**src/rtl/mem_ctrl_pkg.sv**
```systemverilog
// Shared definitions for the RAM initiator: bus width defaults, wait-counter width
// and the controller state encoding.
package mem_ctrl_pkg;

  localparam int ADDR_W_DEF = 9;
  localparam int DATA_W_DEF = 32;
  localparam int CNT_W      = 4;

  typedef enum logic [2:0] {
    ST_IDLE,
    ST_ACCESS,
    ST_WAIT,
    ST_CAPTURE,
    ST_DONE
  } state_t;

endpackage

```
**src/rtl/mem_ctrl.sv**
```systemverilog
// Initiator for the 512x32 synchronous RAM: one request at a time, single-cycle strobes,
// optional wait cycles after the registered read, captured word held in rdata.
module mem_ctrl
  import mem_ctrl_pkg::*;
#(
  parameter int ADDR_W    = ADDR_W_DEF,
  parameter int DATA_W    = DATA_W_DEF,
  parameter int READ_WAIT = 0
) (
  input  logic              clk,
  input  logic              clr,
  input  logic              req,
  input  logic              we,
  input  logic [ADDR_W-1:0] addr,
  input  logic [DATA_W-1:0] wdata,
  output logic              busy,
  output logic              done,
  output logic [DATA_W-1:0] rdata,
  output logic              mem_read,
  output logic              mem_write,
  output logic [ADDR_W-1:0] mem_addr,
  output logic [DATA_W-1:0] mem_wdata,
  input  logic [DATA_W-1:0] mem_rdata
);

  // Terminal count of the wait counter; unused when READ_WAIT is zero.
  localparam logic [CNT_W-1:0] WAIT_LAST = (READ_WAIT > 0) ? CNT_W'(READ_WAIT - 1) : '0;

  state_t              state_q, state_d;
  logic                op_we_q, op_we_d;
  logic [ADDR_W-1:0]   addr_q, addr_d;
  logic [DATA_W-1:0]   wdata_q, wdata_d;
  logic [DATA_W-1:0]   rdata_q, rdata_d;
  logic [CNT_W-1:0]    cnt_q, cnt_d;

  always_ff @(posedge clk) begin
    if (clr) begin
      state_q <= ST_IDLE;
      op_we_q <= 1'b0;
      addr_q  <= '0;
      wdata_q <= '0;
      rdata_q <= '0;
      cnt_q   <= '0;
    end else begin
      state_q <= state_d;
      op_we_q <= op_we_d;
      addr_q  <= addr_d;
      wdata_q <= wdata_d;
      rdata_q <= rdata_d;
      cnt_q   <= cnt_d;
    end
  end

  always_comb begin
    state_d   = state_q;
    op_we_d   = op_we_q;
    addr_d    = addr_q;
    wdata_d   = wdata_q;
    rdata_d   = rdata_q;
    cnt_d     = cnt_q;
    busy      = (state_q != ST_IDLE);
    done      = 1'b0;
    mem_read  = 1'b0;
    mem_write = 1'b0;
    case (state_q)
      ST_IDLE: begin
        if (req) begin
          op_we_d = we;
          addr_d  = addr;
          wdata_d = wdata;
          state_d = ST_ACCESS;
        end
      end
      ST_ACCESS: begin
        mem_write = op_we_q;
        mem_read  = !op_we_q;
        cnt_d     = '0;
        if (op_we_q) begin
          state_d = ST_DONE;
        end else if (READ_WAIT > 0) begin
          state_d = ST_WAIT;
        end else begin
          state_d = ST_CAPTURE;
        end
      end
      ST_WAIT: begin
        if (cnt_q == WAIT_LAST) begin
          state_d = ST_CAPTURE;
        end else begin
          cnt_d = cnt_q + 1'b1;
        end
      end
      ST_CAPTURE: begin
        // RAM dataOut is valid from the cycle after the read edge onward.
        rdata_d = mem_rdata;
        state_d = ST_DONE;
      end
      ST_DONE: begin
        done    = 1'b1;
        state_d = ST_IDLE;
      end
      default: state_d = ST_IDLE;
    endcase
  end

  assign rdata     = rdata_q;
  assign mem_addr  = addr_q;
  assign mem_wdata = wdata_q;

endmodule

```
**config.mk**
```make
export PLATFORM = sky130hd
export DESIGN_NAME = mem_ctrl
export DESIGN_NICKNAME = d
export VERILOG_FILES = /design/src/rtl/mem_ctrl_pkg.sv /design/src/rtl/mem_ctrl.sv
export SDC_FILE = /design/constraint.sdc
export NUM_CORES = 1
export LEC_CHECK = 0
export BUFFER_PORTS_ARGS = -buffer_cell sky130_fd_sc_hd__buf_2
export CORE_MARGIN = 5
export CORE_UTILIZATION = 48
export DETAILED_ROUTE_END_ITERATION = 7
export PLACE_DENSITY_LB_ADDON = 0.3
export RECOVER_POWER = 100
export SETUP_SLACK_MARGIN = 0.1
export SLEW_MARGIN = 20
export SYNTH_ARGS = -nofsm -noshare
export SYNTH_HDL_FRONTEND = slang
export SYNTH_SLANG_ARGS = --single-unit
```
**constraint.sdc**
```tcl
create_clock -name clk -period 3.3 [get_ports clk]
set_input_delay 0.33 -clock clk [delete_from_list [all_inputs] [get_ports clk]]
set_output_delay 0.33 -clock clk [all_outputs]
set_load 0.05 [all_outputs]
```
==> results_dict.tcl <==
set metrics [dict create \
    cts_buffer_depth 2 \
    crit_family "simple AND/OR/NAND/NOR gates" \
    tightest_slew_ns 0.898 \
    rsz0062_at_grt "no" \
    nets 594 \
    post-dp-hpwl_mm 5.79 \
    p_int_w 0.00172 \
    cts_buffers 9 \
    start_util 0.500 \
    async_reset_ff_frac 0 \
    r2r_slack_ns 1.26 \
    yosys_warnings 0 \
    clock-sinks 81 \
    power.total_w 0.00265 \
    clk_latency_ns 0.33 \
    coreArea_um2 5990 \
    cp_cell_sequence "or3b_2, nor2_1, clkbuf_1" \
    syn_nets 453 \
    synthFlopType "dfxtp_1" \
    die_h_um 89.0 \
    io_buffers 153 \
    seq_area_frac_synth 0.542 \
    path_clk_slew_ns 0.08 \
    post-synth-top-area-cell "dfxtp_1" \
    ctsResizeCount 0 \
    track_usage 0.194 \
    regToRegStartpoint "state_q[0]$_SDFFE_PP0P_" \
    ant_nets 0 \
    place.gp.congestion 0.796 \
    clock_power_share 0.314 \
    avgSynthCellArea_um2 8.00 \
    die_area_um2 7910 \
    syn_area_um2 2990 \
    insertedDiodeCount 0 \
    drive_gt1_frac 0.198 \
    path_buf_inv 1 \
    grt_pass1_vias 2829 \
    wl_mm 7.99 \
    drt_iter0_drc 79 \
    required_ns 2.97 \
    ys_top_cells_by_area "dfxtp_1 54%, nand2_1 19%, a21oi_1 13%" \
    grt_pass1_wl_mm 12.3 \
    critPathMaxStageDelay_ns 0.62 \
    p_switching_w 0.000934 \
    synth_commonest_cells "148 x nand2_1, 81 x dfxtp_1, 76 x a21oi_1" \
    hold_violations 0 \
    io-pin-count 154 \
    hold_buffers 0 \
    wl_per_cell_um 13.5 \
    grt_max_degree 47 \
    maxSlewViolCount 0 \
    antenna_found_initial 0 \
    cts_tree "done" \
    max-cap-violations 0 \
    pwr-share-comb 0.262 \
    fp.dieW_um 89.0 \
    rows 28 \
    synth_edf_count 0 \
    post_cts_buffers 0 \
    criticalPathCategory "reg2out" \
    p_leak_nw 1.51 \
    drtPass1Iterations 4 \
    ys_types 31 \
    remaining_drc_errors 0 \
    ys_ff_latch 81 \
    period_share 0.730 \
    crit_slowest_cell "dfxtp_1" \
    holdPathEnd "rdata[13]$_SDFFE_PP0N_" \
    num_vias 2932 \
    worstReg2RegEnd "rdata[8]$_SDFFE_PP0N_" \
    fin_crit_ns 2.41 \
    pwr-share-seq 0.424 \
    ir_worst_vdd_mv 0.326 \
    switching_share 0.352 \
    holdPathStages 3 \
    cp-end-kind "primary output" \
    hp-start "mem_rdata[13]" \
    min_path_type "in2reg" \
    reg2reg_depth 4 \
    max_slew_margin 0.402 \
    fmax_ghz 0.415 \
    critical_path_arrival_ns 2.08 \
    start_kind "flop" \
    vias_per_cell 4.94 \
    synthCells 374 \
    pwr_density_cell_nw_per_um2 681 \
    status "finished, final reports clean" \
    clock_skew_ns 0.00924 \
    yosys.area.top_type_share 0.542 \
    syn2layout_area_growth_pct 30.3 \
    h-tree-depth 3 \
    grt_remaining_overflow 0 \
    setup_viol 0 \
    root_buffer "clkbuf_8" \
    setup_tns_ns 0 \
    yosysMostFrequentCell "nand2_1" \
    worstPathMaxFanout 15 \
]
flip-flops by register name, indices dropped and copies added, names as in the netlist:
register	cells
cnt_q	4
op_we_q	1
state_q	3
mem_wdata	32
rdata	32
mem_addr	9
kinds of logic (layout without fill, tap and decap cells):
logic type      count (synthesis)  in the layout  share of synthesized area
flops                          81             81                      0.542
fa+ha+maj                       2              2                    0.00836
compound gates                 84             84                      0.149
xor+xnor                        1              1                    0.00293
simple gates                  174            174                      0.250
buf+inv                        31            176                     0.0443
mux                             1              1                    0.00376
power by group through the flow:
stage	Combinational, W	Clock, W	Sequential (W)
2_1_floorplan	0.000288	0	0.00140
3_3_place_gp	0.000715	0	0.00114
3_5_place_dp	0.000725	0	0.00115
4_1_cts	0.000727	0.000852	0.00112
5_1_grt	0.000747	0.000895	0.00114
6_report	0.000694	0.000833	0.00113
per-stage QoR:
stage	hold WS, ns	util	setup WS [ns]	instances	cell area [um2]
floorplan	0.453	-	1.24	374	2990
global placement	0.439	0.631	1.41	579	3780
detailed placement	0.443	0.631	1.32	579	3780
CTS	0.206	0.669	1.10	594	4010
global route	0.216	0.651	0.803	594	3900
finish	0.223	0.651	0.891	594	3900
metal layers:
| metal | share of wire | global-route usage |
|---|---|---|
| met1 | 0.41 | 0.224 |
| met2 | 0.46 | 0.335 |
| met3 | 0.12 | 0.0710 |
| met4 | 0.011 | 0.0650 |
| met5 | 0 | 0 |
worst max path at each step:
stage	startpoint	to	slack [ns]	cells after the start
CTS	state_q[0]$_SDFFE_PP0P_	mem_read	1.10	3
detailed placement	state_q[0]$_SDFFE_PP0P_	rdata[8]$_SDFFE_PP0N_	1.32	4
finish	state_q[0]$_SDFFE_PP0P_	mem_read	0.89	3
global placement	state_q[0]$_SDFFE_PP0P_	rdata[9]$_SDFFE_PP0N_	1.41	4
global route	state_q[0]$_SDFFE_PP0P_	mem_read	0.80	3
floorplan	state_q[2]$_SDFFE_PP0P_	done	1.24	2
worst min-delay path, delay by kind of cell:
family,cells,cell delay [ns]
buf+inv,1,0.09
compound gates,1,0.05
simple gates,1,0.04
cell usage in the layout (no fill, tap or decap), types with 2 or more instances in the layout:
| master | count |
|---|---|
| bufinv_16 | 3 |
| inv_1 | 3 |
| nand2b_1 | 3 |
| buf_4 | 4 |
| o211ai_1 | 2 |
| buf_2 | 77 |
| nand2_1 | 148 |
| ha_1 | 2 |
| dfxtp_1 | 81 |
| a21oi_1 | 76 |
| nor2_1 | 3 |
| o21ai_0 | 2 |
| clkbuf_1 | 77 |
| nor3b_1 | 5 |
| clkinv_2 | 2 |
| nand3_1 | 2 |
| clkbuf_8 | 9 |
| or3b_2 | 4 |
| a211oi_1 | 2 |
area by class of cell:
cell class / count / area (um2)
Multi-Input combinational cell: 262 / 1240
Timing Repair Buffer: 158 / 704
Sequential cell: 81 / 1620
Inverter: 3 / 11.3
Fill cell: 574 / 2090
Tap cell: 75 / 93.8
Clock inverter: 6 / 108
Clock buffer: 9 / 124
Note: power is estimated with default switching activity, not from simulation.
